**config.mk**
```make
export PLATFORM = sky130hd
export DESIGN_NAME = load_store_unit
export DESIGN_NICKNAME = d
export VERILOG_FILES = /design/src/rtl/lsu_pkg.sv /design/src/rtl/load_store_unit_byte_lane.sv /design/src/rtl/load_store_unit.sv
export SDC_FILE = /design/constraint.sdc
export NUM_CORES = 1
export LEC_CHECK = 0
export CORE_ASPECT_RATIO = 1.1
export CORE_UTILIZATION = 49
export DETAILED_ROUTE_END_ITERATION = 10
export GPL_TIMING_DRIVEN = 0
export HOLD_SLACK_MARGIN = 0.08
export PLACE_DENSITY = 0.95
export REMOVE_ABC_BUFFERS = 1
export SYNTH_ARGS = -nofsm -noshare
export SYNTH_HDL_FRONTEND = slang
export SYNTH_SLANG_ARGS = --single-unit
```
**constraint.sdc**
```tcl
create_clock -name clk -period 3.6 [get_ports clk]
set_input_delay 0.54 -clock clk [delete_from_list [all_inputs] [get_ports clk]]
set_output_delay 0.54 -clock clk [all_outputs]
set_load 0.02 [all_outputs]
```
**src/rtl/lsu_pkg.sv**
```systemverilog
// Shared definitions for the load/store unit: width codes, FSM states,
// the captured-request payload and request legality helpers.
package lsu_pkg;

  localparam int unsigned DATA_W = 32;
  localparam int unsigned F3_BITS = 3;

  localparam logic [F3_BITS-1:0] F3_B  = 3'b000;
  localparam logic [F3_BITS-1:0] F3_H  = 3'b001;
  localparam logic [F3_BITS-1:0] F3_W  = 3'b010;
  localparam logic [F3_BITS-1:0] F3_BU = 3'b100;
  localparam logic [F3_BITS-1:0] F3_HU = 3'b101;

  typedef enum logic [2:0] {
    IDLE   = 3'd0,
    LOAD   = 3'd1,
    RMW_RD = 3'd2,
    STORE  = 3'd3,
    RESP   = 3'd4
  } lsu_state_t;

  // Request fields that must survive past the acceptance cycle.
  typedef struct packed {
    logic               we;
    logic [F3_BITS-1:0] funct3;
    logic [1:0]         lane;
    logic [15:0]        wdata_lo;
    logic               err;
  } lsu_req_t;

  function automatic logic is_misaligned(input logic [F3_BITS-1:0] funct3,
                                         input logic [1:0]         addr_lo);
    case (funct3)
      F3_H, F3_HU: is_misaligned = addr_lo[0];
      F3_W:        is_misaligned = (addr_lo != 2'b00);
      default:     is_misaligned = 1'b0;
    endcase
  endfunction

  // Unsigned widths only exist for loads; unlisted codes are never legal.
  function automatic logic is_illegal(input logic [F3_BITS-1:0] funct3,
                                      input logic               we);
    case (funct3)
      F3_B, F3_H, F3_W: is_illegal = 1'b0;
      F3_BU, F3_HU:     is_illegal = we;
      default:          is_illegal = 1'b1;
    endcase
  endfunction

endpackage

```
**src/rtl/load_store_unit_byte_lane.sv**
```systemverilog
// Combinational byte-lane logic: load extract/extend and sub-word store merge.
module lsu_byte_lane
  import lsu_pkg::*;
(
  input  logic [F3_BITS-1:0] i_funct3,
  input  logic [1:0]         i_lane,
  input  logic [DATA_W-1:0]  i_rd_word,
  input  logic [DATA_W-1:0]  i_base_word,
  input  logic [15:0]        i_wdata,
  output logic [DATA_W-1:0]  o_load_data_c,
  output logic [DATA_W-1:0]  o_merged_c
);

  logic [7:0]  w_byte;
  logic [15:0] w_half;

  // Little-endian lane select, then sign or zero extension by width code.
  always_comb begin
    w_byte = 8'h00;
    case (i_lane)
      2'd0: w_byte = i_rd_word[7:0];
      2'd1: w_byte = i_rd_word[15:8];
      2'd2: w_byte = i_rd_word[23:16];
      2'd3: w_byte = i_rd_word[31:24];
    endcase
    w_half = i_lane[1] ? i_rd_word[31:16] : i_rd_word[15:0];

    o_load_data_c = i_rd_word;
    case (i_funct3)
      F3_B:    o_load_data_c = {{24{w_byte[7]}}, w_byte};
      F3_BU:   o_load_data_c = {24'h000000, w_byte};
      F3_H:    o_load_data_c = {{16{w_half[15]}}, w_half};
      F3_HU:   o_load_data_c = {16'h0000, w_half};
      default: o_load_data_c = i_rd_word;
    endcase
  end

  // Only SB/SH reach the merge; everything outside the addressed lane is kept.
  always_comb begin
    o_merged_c = i_base_word;
    if (i_funct3 == F3_H) begin
      if (i_lane[1]) o_merged_c[31:16] = i_wdata;
      else           o_merged_c[15:0]  = i_wdata;
    end else begin
      case (i_lane)
        2'd0: o_merged_c[7:0]   = i_wdata[7:0];
        2'd1: o_merged_c[15:8]  = i_wdata[7:0];
        2'd2: o_merged_c[23:16] = i_wdata[7:0];
        2'd3: o_merged_c[31:24] = i_wdata[7:0];
      endcase
    end
  end

endmodule

```
**src/rtl/load_store_unit.sv**
```systemverilog
// Load/store unit between the core memory stage and a word-wide data memory.
// Handles sub-word loads, read-modify-write stores and request error checks.
module load_store_unit
  import lsu_pkg::*;
#(
  parameter int unsigned ADDR_W = 32
) (
  input  logic                clk,
  input  logic                rst,
  input  logic                req_valid,
  output logic                req_ready,
  input  logic                req_we,
  input  logic [F3_BITS-1:0]  req_funct3,
  input  logic [ADDR_W-1:0]   req_addr,
  input  logic [DATA_W-1:0]   req_wdata,
  output logic                rsp_valid,
  output logic [DATA_W-1:0]   rsp_rdata,
  output logic                rsp_err,
  output logic                mem_read,
  output logic                mem_write,
  output logic [ADDR_W-1:0]   mem_addr,
  output logic [DATA_W-1:0]   mem_wdata,
  input  logic [DATA_W-1:0]   mem_rdata
);

  lsu_state_t        r_state;
  lsu_state_t        w_next_state;
  lsu_req_t          r_req;
  logic [DATA_W-1:0] r_word;
  logic [ADDR_W-1:0] r_mem_addr;
  logic              r_req_ready;
  logic              r_rsp_valid;
  logic              r_rsp_err;
  logic [DATA_W-1:0] r_rsp_rdata;
  logic              r_mem_read;
  logic              r_mem_write;
  logic [DATA_W-1:0] r_mem_wdata;

  logic              w_accept;
  logic              w_req_err;
  logic              w_rsp_valid_nxt;
  logic              w_rsp_err_nxt;
  logic [DATA_W-1:0] w_rsp_rdata_nxt;
  logic              w_mem_read_nxt;
  logic              w_mem_write_nxt;
  logic [DATA_W-1:0] w_mem_wdata_nxt;
  logic [DATA_W-1:0] w_load_data_c;
  logic [DATA_W-1:0] w_merged_c;

  lsu_byte_lane u_byte_lane (
    .i_funct3      (r_req.funct3),
    .i_lane        (r_req.lane),
    .i_rd_word     (r_word),
    .i_base_word   (mem_rdata),
    .i_wdata       (r_req.wdata_lo),
    .o_load_data_c (w_load_data_c),
    .o_merged_c    (w_merged_c)
  );

  // Next state plus next values of every registered output.
  always_comb begin
    w_next_state    = r_state;
    w_accept        = req_valid && (r_state == IDLE);
    w_req_err       = is_illegal(req_funct3, req_we) || is_misaligned(req_funct3, req_addr[1:0]);
    w_rsp_valid_nxt = 1'b0;
    w_rsp_err_nxt   = 1'b0;
    w_rsp_rdata_nxt = '0;
    w_mem_wdata_nxt = '0;

    case (r_state)
      IDLE: begin
        if (w_accept) begin
          if (w_req_err)              w_next_state = RESP;
          else if (!req_we)           w_next_state = LOAD;
          else if (req_funct3 == F3_W) w_next_state = STORE;
          else                        w_next_state = RMW_RD;
        end
      end
      LOAD:    w_next_state = RESP;
      RMW_RD:  w_next_state = STORE;
      STORE:   w_next_state = RESP;
      RESP:    w_next_state = IDLE;
      default: w_next_state = IDLE;
    endcase

    w_mem_read_nxt  = (w_next_state == LOAD) || (w_next_state == RMW_RD);
    w_mem_write_nxt = (w_next_state == STORE);
    if (w_next_state == STORE) begin
      w_mem_wdata_nxt = (r_state == RMW_RD) ? w_merged_c : req_wdata;
    end

    // The response appears the cycle after RESP, so it is formed in RESP.
    if (r_state == RESP) begin
      w_rsp_valid_nxt = 1'b1;
      w_rsp_err_nxt   = r_req.err;
      if (!r_req.we && !r_req.err) w_rsp_rdata_nxt = w_load_data_c;
    end
  end

  always_ff @(posedge clk) begin
    if (rst) begin
      r_state     <= IDLE;
      r_req       <= '0;
      r_word      <= '0;
      r_mem_addr  <= '0;
      r_req_ready <= 1'b1;
      r_rsp_valid <= 1'b0;
      r_rsp_err   <= 1'b0;
      r_rsp_rdata <= '0;
      r_mem_read  <= 1'b0;
      r_mem_write <= 1'b0;
      r_mem_wdata <= '0;
    end else begin
      r_state     <= w_next_state;
      r_req_ready <= (w_next_state == IDLE);
      r_rsp_valid <= w_rsp_valid_nxt;
      r_rsp_err   <= w_rsp_err_nxt;
      r_rsp_rdata <= w_rsp_rdata_nxt;
      r_mem_read  <= w_mem_read_nxt;
      r_mem_write <= w_mem_write_nxt;
      r_mem_wdata <= w_mem_wdata_nxt;
      if (w_accept) begin
        r_req.we       <= req_we;
        r_req.funct3   <= req_funct3;
        r_req.lane     <= req_addr[1:0];
        r_req.wdata_lo <= req_wdata[15:0];
        r_req.err      <= w_req_err;
        r_mem_addr     <= {req_addr[ADDR_W-1:2], 2'b00};
      end
      if (r_state == LOAD) r_word <= mem_rdata;
    end
  end

  assign req_ready = r_req_ready;
  assign rsp_valid = r_rsp_valid;
  assign rsp_err   = r_rsp_err;
  assign rsp_rdata = r_rsp_rdata;
  assign mem_read  = r_mem_read;
  assign mem_write = r_mem_write;
  assign mem_addr  = r_mem_addr;
  assign mem_wdata = r_mem_wdata;

endmodule

```
==> results.tsv <==
metric	value	unit
status	finished clean	
synthToLayoutAreaGrowth	43.82	%
min_period	2.933	ns
avgSynthCellArea	8.700	sq um
power	4.316	mW
whs_path_depth	2	
power_density	487.9	nW/um^2
hp-start	mem_addr[31]	
die-area	13010	sq um
async_reset_ff_frac	0	
r2r_cells	4	
grt_pass1_wl	29470	microns
seqCellArea	3143	sq um
vias	5902	
worst_slew_pin_slew	1.185	ns
synth_top_family_by_area	compound AO/OA/AOI/OAI gates	
clockPowerShare	0.428	
postCtsSetupRepairBufs	0	
wl_per_cell	17.97	microns
endpoint_kind	flop	
grt_usage	0.2983	
synth_ff_type	dfxtp_1	
diodes	0	
netlist_instances	707	
viasPerCell	5.637	
antenna_found_initial	0	
drt_iter0_drc	376	
hold_class	flop to flop	
vdd_drop_max	0.0003552	V
num_io_pins	204	
fp.dieW	108.8	microns
cts_hold_buffers	0	
cp_data_arrival_time	3.27	ns
synth-seq-area-share	0.5110	
pre_cts_ws	0.3170	ns
regToRegEndpoint	mem_wdata[19]	
clock_sinks	157	
numPortBuffers	201	
setup_violations	0	
slew_violations	0	
num-nets-final	985	
wl	18810	microns
hpwl	13420	microns
fin_ws	0.6666	ns
clk_latency	0.43	ns
multi_input_area	2763	sq um
rows	42	
power_frac_seq	0.436	
netSwitchingFraction	0.2440	
p_leak	3.272	nW
yosysWarnings	0	
grt_max_degree	94	
synth_edf_count	0	
syn-cell-area	6151	sq um
power_switching	1.053	mW
r2r_setup_slack	0.67	ns
synth_mux_area_frac	0.02970	
grt-ovfl-total	0	
synth_compound_gate_area_share	0.2130	
synthAdderAreaFrac	0	
path_clk_slew	0.06	ns
synth-simple-area-share	0.2026	
fin_crit_sh	0.8148	
synth-seq-cells	157	
gp_congestion	0.8412	
final_common_cell	clkdlybuf4s50_1	
crit_fanout	20	
coreArea	12140	sq um
drive_gt1_frac	0.09295	
hold_viol	0	
n_fill_cell	860	
cts_buffers	17	
yosysUniqueCellTypes	46	
crit-reg2reg-launch	r_req[18]	
worstSetupPathType	flop to flop	
drtAntennaViolNets	0	
h-tree-depth	4	
grt_pass1_vias	5844	
dr.pass1.iters	7	
cp.required	3.94	ns
rsz0062_at_grt	false	
min_to	mem_addr[31]	
synth-xor-area-share	0	
start_util	0.5067	
final_cell_mix	200 x clkdlybuf4s50_1, 193 x nand2_1, 157 x dfxtp_1, 98 x a21oi_1, 39 x o22ai_1	
drc	0	
p_int	3.263	mW
cts_tree	yes	
root_buffer	clkbuf_16	
final.setup_skew	0.007506	ns
drv_cap	0	
die_y	119.5	microns
fmax	0.3409	GHz
comb_power_share	0.137	
ctsResizeCount	0	
clockBufferDepth	2	
start_kind	flop	
slew-limit-headroom	0.2100	
[Yosys cell counts, types with 2 or more instances]
master      n  area, sq um
a211oi_2   16        200.2
a21o_1     16        120.1
a21oi_1    98        490.5
a32oi_1     7        61.31
and2_1      2        12.51
buf_1       3        11.26
buf_2       5        25.02
buf_4       2        15.01
buf_6       4        45.04
clkbuf_1   40        150.1
dfxtp_1   157         3143
inv_1       5        18.77
mux2i_1    16        160.2
nand2_1   193        724.4
nand2b_1    4        25.02
nand3_1     2        10.01
nand4_1     2        12.51
nor2_1     30        112.6
nor2b_1     2        12.51
nor3_1      7        35.03
nor3_2     12        120.1
nor4b_1     2        17.52
o21a_1      3        22.52
o21ai_1     2        10.01
o221a_2     7        78.83
o221ai_1    2        17.52
o22ai_1    39        244.0
or2_2       2        12.51
or3_1      10        62.56
[stage by stage]
step / instance area [sq um] / utilization / TNS [ns] / hold slack [ns] / std cells
6_report: 8846 / 0.7287 / 0 / 0.4513 / 1047
5_1_grt: 8846 / 0.7287 / 0 / 0.4715 / 1047
2_1_floorplan: 5908 / - / -15.38 / 0.4259 / 654
3_5_place_dp: 8237 / 0.6785 / 0 / 0.4453 / 1017
4_1_cts: 8846 / 0.7287 / 0 / 0.4530 / 1047
3_3_place_gp: 8113 / 0.6683 / -208.60 / 0.4370 / 1009
[per-layer routing]
| layer | track usage | wire length (microns) |
|---|---|---|
| met1 | 0.3390 | 7325 |
| met2 | 0.5099 | 9446 |
| met3 | 0.06518 | 1204 |
| met4 | 0.1698 | 837 |
| met5 | 0 | 0 |
[sequential cells by signal (all words and copies together) (netlist names)]
| signal | flops |
|---|---|
| req_ready | 1 |
| mem_write | 1 |
| mem_read | 1 |
| rsp_valid | 1 |
| mem_wdata | 32 |
| r_req | 23 |
| rsp_err | 1 |
| r_word | 32 |
| rsp_rdata | 32 |
| r_state | 3 |
| mem_addr | 30 |
[cell families after synthesis]
kind of cell | Yosys count
buf+inv | 59
flops | 157
compound gates | 196
simple gates | 277
mux | 17
other cells | 1
[power by group through the flow]
stage | combinational, mW | clock [mW] | sequential, mW
floorplan | 0.227 | 0 | 1.95
global placement | 0.555 | 0 | 1.91
detailed placement | 0.581 | 0 | 1.91
CTS | 0.588 | 1.85 | 1.88
global route | 0.630 | 1.93 | 1.89
finish | 0.590 | 1.85 | 1.88
[worst max-delay path, stage by stage (launching register included)]
cell and delay, ns:
dfxtp_1 0.81, nand4bb_1 0.57, o21ai_1 0.85, mux2i_1 0.30, a211oi_2 0.31
[how the worst max path moves through the flow]
stage / start / end / cells after the start
finish: r_req[18] / mem_wdata[19] / 4
global route: r_req[18] / mem_wdata[19] / 4
CTS: r_req[18] / mem_wdata[19] / 4
detailed placement: req_valid / mem_wdata[31] / 5
global placement: r_state[2] / mem_wdata[24] / 4
floorplan: r_state[1] / mem_wdata[10] / 4
[final cells by class]
type                       instances  share of cell area
timing repair buffer             209              0.2396
inverter                           5            0.002122
clock inverter                     6             0.01216
sequential                       157              0.3553
multi-input combinational        492              0.3123
tap                              154             0.02178
clock buffer                      24             0.05672
Note: power is estimated with default switching activity, not from simulation.
